## config.mk

```make
export PLATFORM = sky130hd
export DESIGN_NAME = fft_stage_sequencer_flat
export DESIGN_NICKNAME = d
export VERILOG_FILES = /design/src/rtl/fft_pkg.sv /design/src/rtl/fft_stage_sequencer_if.sv /design/src/rtl/fft_addr_gen.sv /design/src/rtl/fft_stage_sequencer.sv /design/src/flat_wrapper.sv
export SDC_FILE = /design/constraint.sdc
export NUM_CORES = 1
export LEC_CHECK = 0
export ABC_AREA = 0
export CORE_MARGIN = 4
export CORE_UTILIZATION = 40
export DETAILED_ROUTE_END_ITERATION = 16
export GPL_ROUTABILITY_DRIVEN = 1
export GPL_TIMING_DRIVEN = 0
export SLEW_MARGIN = 15
export SYNTH_ARGS = -nofsm -noshare
export SYNTH_HDL_FRONTEND = slang
export SYNTH_SLANG_ARGS = --single-unit
```

## constraint.sdc

```tcl
create_clock -name i_clk -period 13.9 [get_ports i_clk]
set_clock_uncertainty 0.05 [all_clocks]
set_input_delay 3.475 -clock i_clk [delete_from_list [all_inputs] [get_ports i_clk]]
set_output_delay 3.475 -clock i_clk [all_outputs]
set_load 0.02 [all_outputs]
```

## src/rtl/fft_pkg.sv

```systemverilog
// Shared constants and types for the in-place radix-2 DIT FFT datapath.
package fft_pkg;
    localparam int LOG2N    = 8;
    localparam int N        = 1 << LOG2N;
    localparam int NBF      = N / 2;
    localparam int RD_LAT   = 1;
    localparam int BF_LAT   = 2;
    localparam int PIPE_LAT = RD_LAT + BF_LAT;

    typedef enum logic [1:0] {IDLE, RUN, DRAIN, DONE} state_t;

    typedef logic [LOG2N-1:0]         addr_t;
    typedef logic [LOG2N-2:0]         tw_addr_t;
    typedef logic [LOG2N-2:0]         k_t;
    typedef logic [$clog2(LOG2N)-1:0] stage_t;

    typedef struct packed {
        addr_t a;
        addr_t b;
    } addr_pair_t;
endpackage

```

## src/rtl/fft_stage_sequencer_if.sv

```systemverilog
// Sequencer <-> RAM / butterfly control bundle; master is the sequencer side.
interface fft_stage_sequencer_if;
    import fft_pkg::*;

    logic     i_start;
    logic     o_busy;
    logic     o_done;
    stage_t   o_stage;
    logic     o_rd_en;
    addr_t    o_rd_addr_a;
    addr_t    o_rd_addr_b;
    tw_addr_t o_tw_addr;
    logic     o_bf_en;
    logic     i_bf_valid;
    logic     o_wr_en;
    addr_t    o_wr_addr_a;
    addr_t    o_wr_addr_b;
    logic     o_err;

    modport master (
        input  i_start, i_bf_valid,
        output o_busy, o_done, o_stage, o_rd_en, o_rd_addr_a, o_rd_addr_b,
               o_tw_addr, o_bf_en, o_wr_en, o_wr_addr_a, o_wr_addr_b, o_err
    );

    modport slave (
        output i_start, i_bf_valid,
        input  o_busy, o_done, o_stage, o_rd_en, o_rd_addr_a, o_rd_addr_b,
               o_tw_addr, o_bf_en, o_wr_en, o_wr_addr_a, o_wr_addr_b, o_err
    );
endinterface

```

## src/rtl/fft_addr_gen.sv

```systemverilog
// Combinational in-place DIT address generator: (stage, butterfly index) -> (a, b, twiddle).
module fft_addr_gen
    import fft_pkg::*;
(
    input  stage_t   s,
    input  k_t       k,
    output addr_t    a,
    output addr_t    b,
    output tw_addr_t tw
);
    addr_t span, grp, pos;

    always_comb begin
        span = addr_t'(1) << s;
        grp  = addr_t'(k) >> s;
        pos  = addr_t'(k) & (span - addr_t'(1));
        // Shift amount widened so s = 7 does not wrap to 0.
        a    = (grp << ({1'b0, s} + 4'd1)) | pos;
        b    = a + span;
        tw   = tw_addr_t'(pos << (stage_t'(LOG2N-1) - s));
    end
endmodule

```

## src/rtl/fft_stage_sequencer.sv

```systemverilog
// Drives one pipelined butterfly through all LOG2N stages of an in-place FFT,
// draining the pipe between stages so reads never overtake pending writes.
module fft_stage_sequencer
    import fft_pkg::*;
(
    input  logic                 i_clk,
    input  logic                 i_rst_n,
    fft_stage_sequencer_if.master bus
);
    localparam int DCW = $clog2(PIPE_LAT + 1);

    state_t               state_q, state_d;
    stage_t               s_q;
    k_t                   k_q;
    logic [DCW-1:0]       drain_q;
    logic                 rd_en, k_last, drain_last, s_last;
    addr_t                a, b;
    tw_addr_t             tw;
    logic [PIPE_LAT:1]    vld_pipe;
    addr_pair_t [PIPE_LAT:1] ad_pipe;
    logic                 err_q, mismatch;

    assign k_last     = (k_q == k_t'(NBF-1));
    assign drain_last = (drain_q == DCW'(PIPE_LAT-1));
    assign s_last     = (s_q == stage_t'(LOG2N-1));

    always_ff @(posedge i_clk or negedge i_rst_n)
        if (!i_rst_n) state_q <= IDLE;
        else          state_q <= state_d;

    always_comb begin
        state_d = state_q;
        case (state_q)
            IDLE:    if (bus.i_start) state_d = RUN;
            RUN:     if (k_last)      state_d = DRAIN;
            DRAIN:   if (drain_last)  state_d = s_last ? DONE : RUN;
            DONE:    state_d = IDLE;
            default: state_d = IDLE;
        endcase
    end

    always_comb begin
        rd_en      = 1'b0;
        bus.o_busy = 1'b0;
        bus.o_done = 1'b0;
        case (state_q)
            RUN:     begin rd_en = 1'b1; bus.o_busy = 1'b1; end
            DRAIN:   bus.o_busy = 1'b1;
            DONE:    bus.o_done = 1'b1;
            default: ;
        endcase
    end

    // k wraps 127 -> 0 on its own, so leaving RUN already has k = 0.
    always_ff @(posedge i_clk or negedge i_rst_n)
        if (!i_rst_n) begin
            s_q     <= '0;
            k_q     <= '0;
            drain_q <= '0;
        end else begin
            case (state_q)
                IDLE: if (bus.i_start) begin
                    s_q <= '0;
                    k_q <= '0;
                end
                RUN: begin
                    k_q     <= k_q + 1'b1;
                    drain_q <= '0;
                end
                DRAIN: begin
                    drain_q <= drain_q + 1'b1;
                    if (drain_last && !s_last) begin
                        s_q <= s_q + 1'b1;
                        k_q <= '0;
                    end
                end
                default: ;
            endcase
        end

    fft_addr_gen u_addr_gen (
        .s  (s_q),
        .k  (k_q),
        .a  (a),
        .b  (b),
        .tw (tw)
    );

    // Addresses and expected-valid ride together so write-back lines up with i_bf_valid.
    always_ff @(posedge i_clk or negedge i_rst_n)
        if (!i_rst_n) begin
            vld_pipe <= '0;
            ad_pipe  <= '0;
            err_q    <= 1'b0;
        end else begin
            vld_pipe   <= {vld_pipe[PIPE_LAT-1:1], rd_en};
            ad_pipe[1] <= {a, b};
            for (int i = 2; i <= PIPE_LAT; i++) ad_pipe[i] <= ad_pipe[i-1];
            err_q      <= err_q | mismatch;
        end

    assign mismatch = bus.i_bf_valid ^ vld_pipe[PIPE_LAT];

    assign bus.o_stage     = s_q;
    assign bus.o_rd_en     = rd_en;
    assign bus.o_rd_addr_a = rd_en ? a  : '0;
    assign bus.o_rd_addr_b = rd_en ? b  : '0;
    assign bus.o_tw_addr   = rd_en ? tw : '0;
    assign bus.o_bf_en     = vld_pipe[RD_LAT];
    assign bus.o_wr_en     = bus.i_bf_valid;
    assign bus.o_wr_addr_a = ad_pipe[PIPE_LAT].a;
    assign bus.o_wr_addr_b = ad_pipe[PIPE_LAT].b;
    assign bus.o_err       = err_q | mismatch;
endmodule

```

## src/flat_wrapper.sv

```systemverilog
// flat-port wrapper written by rule: the top's interface ports become plain ports
module fft_stage_sequencer_flat import fft_pkg::*;
  (i_clk, i_rst_n, bus_i_start, bus_i_bf_valid, bus_o_busy, bus_o_done, bus_o_stage, bus_o_rd_en, bus_o_rd_addr_a, bus_o_rd_addr_b, bus_o_tw_addr, bus_o_bf_en, bus_o_wr_en, bus_o_wr_addr_a, bus_o_wr_addr_b, bus_o_err);
  fft_stage_sequencer_if bus_i ();
  input  logic i_clk;
  input  logic i_rst_n;
  input wire logic [$bits(bus_i.i_start)-1:0] bus_i_start;
  input wire logic [$bits(bus_i.i_bf_valid)-1:0] bus_i_bf_valid;
  output wire logic [$bits(bus_i.o_busy)-1:0] bus_o_busy;
  output wire logic [$bits(bus_i.o_done)-1:0] bus_o_done;
  output wire logic [$bits(bus_i.o_stage)-1:0] bus_o_stage;
  output wire logic [$bits(bus_i.o_rd_en)-1:0] bus_o_rd_en;
  output wire logic [$bits(bus_i.o_rd_addr_a)-1:0] bus_o_rd_addr_a;
  output wire logic [$bits(bus_i.o_rd_addr_b)-1:0] bus_o_rd_addr_b;
  output wire logic [$bits(bus_i.o_tw_addr)-1:0] bus_o_tw_addr;
  output wire logic [$bits(bus_i.o_bf_en)-1:0] bus_o_bf_en;
  output wire logic [$bits(bus_i.o_wr_en)-1:0] bus_o_wr_en;
  output wire logic [$bits(bus_i.o_wr_addr_a)-1:0] bus_o_wr_addr_a;
  output wire logic [$bits(bus_i.o_wr_addr_b)-1:0] bus_o_wr_addr_b;
  output wire logic [$bits(bus_i.o_err)-1:0] bus_o_err;
  assign bus_i.i_start = bus_i_start;
  assign bus_i.i_bf_valid = bus_i_bf_valid;
  assign bus_o_busy = bus_i.o_busy;
  assign bus_o_done = bus_i.o_done;
  assign bus_o_stage = bus_i.o_stage;
  assign bus_o_rd_en = bus_i.o_rd_en;
  assign bus_o_rd_addr_a = bus_i.o_rd_addr_a;
  assign bus_o_rd_addr_b = bus_i.o_rd_addr_b;
  assign bus_o_tw_addr = bus_i.o_tw_addr;
  assign bus_o_bf_en = bus_i.o_bf_en;
  assign bus_o_wr_en = bus_i.o_wr_en;
  assign bus_o_wr_addr_a = bus_i.o_wr_addr_a;
  assign bus_o_wr_addr_b = bus_i.o_wr_addr_b;
  assign bus_o_err = bus_i.o_err;
  fft_stage_sequencer u_core (.i_clk(i_clk), .i_rst_n(i_rst_n), .bus(bus_i));
endmodule
```

==> impl_metrics.env <==
export IMPL_power_uw=914.0
export IMPL_crit_family="compound AO/OA/AOI/OAI gates"
export IMPL_dieWidth_um=102.3
export IMPL_tritoncts="yes"
export IMPL_yosys_warnings=0
export IMPL_instances_no_fill=532
export IMPL_drt_wl_total_mm=8.868
export IMPL_grt_max_degree=41
export IMPL_die_h_um=102.3
export IMPL_fillers=829
export IMPL_hpwl_mm=6.630
export IMPL_cts_setup_buffers=0
export IMPL_synth_area_um2=3560
export IMPL_max_stage_delay_ns=0.60
export IMPL_p_leak_uw=0.002006
export IMPL_synth_seq_area_share_pct=46.40
export IMPL_cp_num_buf_inv=4
export IMPL_grt_overflow_total=0
export IMPL_syn_nets=382
export IMPL_path_max_fanout=10
export IMPL_place_ws_ns=5.557
export IMPL_cts_root_buffer_cell="clkbuf_8"
export IMPL_p_per_area_nw_per_um2=205.5
export IMPL_drt_iter0_markers=155
export IMPL_num_rows=34
export IMPL_start_util_pct=41.02
export IMPL_hold_violations=0
export IMPL_synthAdderAreaFrac_pct=7.944
export IMPL_avgRoutedWirePerCell_um=16.67
export IMPL_antenna_found_initial=0
export IMPL_drv_cap=0
export IMPL_r2r_slack_ns=9.59
export IMPL_crit_chain="buf_2, buf_2, inv_1, ha_1, nand2b_1, ha_1, nor2b_1, a21oi_1, a31oi_1, o211ai_1, ha_1, o21ai_0, nor3b_1, a311oi_1, o311ai_1, xor2_1, and2_1, clkdlybuf4s50_1"
export IMPL_synth_area_leader_cell="dfrtp_1"
export IMPL_coreArea_um2=8678
export IMPL_tightest_slew_ns=0.6357
export IMPL_numCtsBuffers=9
export IMPL_slew_violations=0
export IMPL_critPathCaptureType="primary output"
export IMPL_multiInputGateArea_um2=1603
export IMPL_register_area_um2=1652
export IMPL_worst_setup_path_type="reg2out"
export IMPL_slowest_stage="clkdlybuf4s50_1"
export IMPL_setup_viol=0
export IMPL_drive_above_1_share_pct=11.56
export IMPL_muxShareOfSynthArea_pct=3.445
export IMPL_vias=2759
export IMPL_syn2layout_area_growth_pct=24.96
export IMPL_period_minus_slack_ns=8.762
export IMPL_setup_ws_ns=5.138
export IMPL_status="finished clean"
export IMPL_crit_top_cell="ha_1"
export IMPL_synth_compound_area_share_pct=13.43
export IMPL_synth_top_flop_cell="dfrtp_1"
export IMPL_grt_pass1_wl_mm=14.28
export IMPL_ant_nets=0
export IMPL_cp_start_kind="register"
export IMPL_port_buffers=51
export IMPL_insertion_delay_ns=0.35
export IMPL_ys_types=54
export IMPL_slew_headroom_pct=57.07
export IMPL_cts_sinks=66
export IMPL_fmax_mhz=114.1
export IMPL_yosysTopAreaCellShare_pct=46.40
export IMPL_ys_top_cells_by_area="dfrtp_1 46%, ha_1 7.4%, buf_4 3.6%"
export IMPL_synthCells=356
export IMPL_arrival_ns=5.24
export IMPL_synth_xor_area_share_pct=2.953
export IMPL_place_inst=516
export IMPL_die_area_um2=10470
export IMPL_routed_via_density=5.186
export IMPL_vdd_ir_drop_max_mv=0.1500
export IMPL_grt_pass1_vias=2759
export IMPL_synth_top_family_by_area="simple AND/OR/NAND/NOR gates"
export IMPL_synth_enable_flop_cells=0
export IMPL_clk_pin_slew_ns=0.08
export IMPL_fin_crit_sh_pct=63.03
export IMPL_h_tree_depth=3
export IMPL_antenna_cells=0
export IMPL_track_usage_pct=17.96
export IMPL_syn_area_per_cell_um2=9.999
export IMPL_async_flop_share_pct=100.0
export IMPL_drtPass1Iterations=4
export IMPL_final_setup_tns_ns=0
export IMPL_required_ns=10.38
export IMPL_fin_nets=445
export IMPL_rsz0062_at_grt="false"
export IMPL_hold_path_class="reg2reg"
export IMPL_cts_buffer_depth=2
export IMPL_hold_buffers=0
export IMPL_pin_count=52
export IMPL_cts_resized=0
export IMPL_drcViolationCount=0
export IMPL_synth_simple_gate_area_share_pct=17.26
export IMPL_ys_seq_elements=66
export IMPL_place_gp_congestion=0.9186
## sequential cells by signal, summed over array words and instances, names as in the netlist
signal,flops
u_core.bus.o_stage,3
u_core.bus.o_wr_addr_a,8
u_core.drain_q,2
u_core.bus.o_wr_addr_b,8
u_core.k_q,7
u_core.err_q,1
u_core.state_q,2
u_core.ad_pipe,32
u_core.vld_pipe,3
## Yosys cell counts, drive strengths merged (2+ instances only)
| library cell | number |
|---|---|
| nand2 | 28 |
| dfrtp | 66 |
| o21a | 2 |
| and4b | 2 |
| nand2b | 8 |
| xor2 | 6 |
| nand3b | 2 |
| o21ai | 25 |
| a31oi | 2 |
| nand3 | 15 |
| o31ai | 5 |
| o22ai | 2 |
| a21oi | 12 |
| or3 | 2 |
| o21bai | 2 |
| o211ai | 2 |
| buf | 27 |
| inv | 15 |
| nor2 | 16 |
| o221ai | 2 |
| ha | 21 |
| a311oi | 2 |
| and3 | 2 |
| nor3b | 3 |
| o311ai | 2 |
| nor3 | 7 |
| mux2 | 2 |
| a22oi | 4 |
| a22o | 2 |
| nor2b | 11 |
| and2 | 18 |
| clkbuf | 11 |
| xnor2 | 6 |
| mux2i | 10 |
## metrics by stage
stage          utilization (%)  hold WS, ns  instance area (um2)
3_5_place_dp             48.66       0.2847                 4223
4_1_cts                  51.25       0.2940                 4448
5_1_grt                  51.25       0.3020                 4448
3_3_place_gp             48.46       0.2811                 4205
6_report                 51.25       0.2909                 4448
2_1_floorplan                -       0.2812                 3560
## worst paths after layout
check / start / endpoint / cells past startpoint
worst max register to register: u_core.bus.o_stage[0]$_DFFE_PN0P_ / u_core.ad_pipe[7]$_DFF_PN0_ / 16
worst min-delay path: u_core.ad_pipe[19]$_DFF_PN0_ / u_core.bus.o_wr_addr_b[3]$_DFF_PN0_ / 0
min in group asynchronous: i_rst_n / u_core.bus.o_wr_addr_b[7]$_DFF_PN0_ / 1
worst max-delay path: u_core.bus.o_stage[0]$_DFFE_PN0P_ / bus_o_rd_addr_b[7] / 18
max in group asynchronous: i_rst_n / u_core.ad_pipe[28]$_DFF_PN0_ / 2
worst min register to register: u_core.ad_pipe[19]$_DFF_PN0_ / u_core.bus.o_wr_addr_b[3]$_DFF_PN0_ / 0
## where the power goes
group	switching, uW	internal [uW]
clock network	82.4	103
logic	277	183
registers	23.2	245
total	383	531
## worst reg2reg max path, delay by kind of cell (launching register included)
family,cells,cell delay [ns]
buffers and inverters,3,0.61
and+or+nand+nor,3,0.66
adders and majority gates,3,1.00
xor gates and xnor gates,1,0.17
AOI/OAI and AO/OA,6,1.27
DFF,1,0.42
## kinds of logic after synthesis
family          count (synthesis)
xor+xnor                       12
buf+inv                        54
simple gates                  117
compound gates                 73
fa+ha+maj                      22
mux                            12
flops                          66
## routing by layer
| metal | global-route usage (%) | wire length, um | vias to the layer above |
|---|---|---|---|
| met1 | 23.43 | 3912 | 1341 |
| met2 | 30.23 | 4344 | 70 |
| li1 | - | - | 1339 |
| met4 | 5.247 | 108 | 0 |
| met3 | 3.686 | 503 | 9 |
| met5 | 0 | 0 | - |
## layout make-up
type,instances,area share (%)
multi-input cells,236,36.03
clock buffers,9,2.785
inverters,16,1.406
repair buffers,52,11.87
flip-flops and latches,66,37.13
well taps,108,3.038
clock inverters,7,2.278
plain buffers,38,5.457
## layout by cell type, fill, tap and decap left out, types with 3 or more instances in the layout
master	n
o31ai_1	5
mux2i_1	10
o21ai_0	24
nor3_1	7
ha_1	21
and2_1	18
a21oi_1	12
nand2b_1	8
inv_1	14
nor2b_1	11
clkbuf_1	11
clkdlybuf4s50_1	50
clkbuf_8	9
nor2_1	16
buf_6	4
nand3_1	15
buf_4	18
dfrtp_1	66
nor3b_1	3
xnor2_1	6
a22oi_1	4
xor2_1	6
nand2_1	28
buf_2	5
Power figures use the tool's default switching activity.
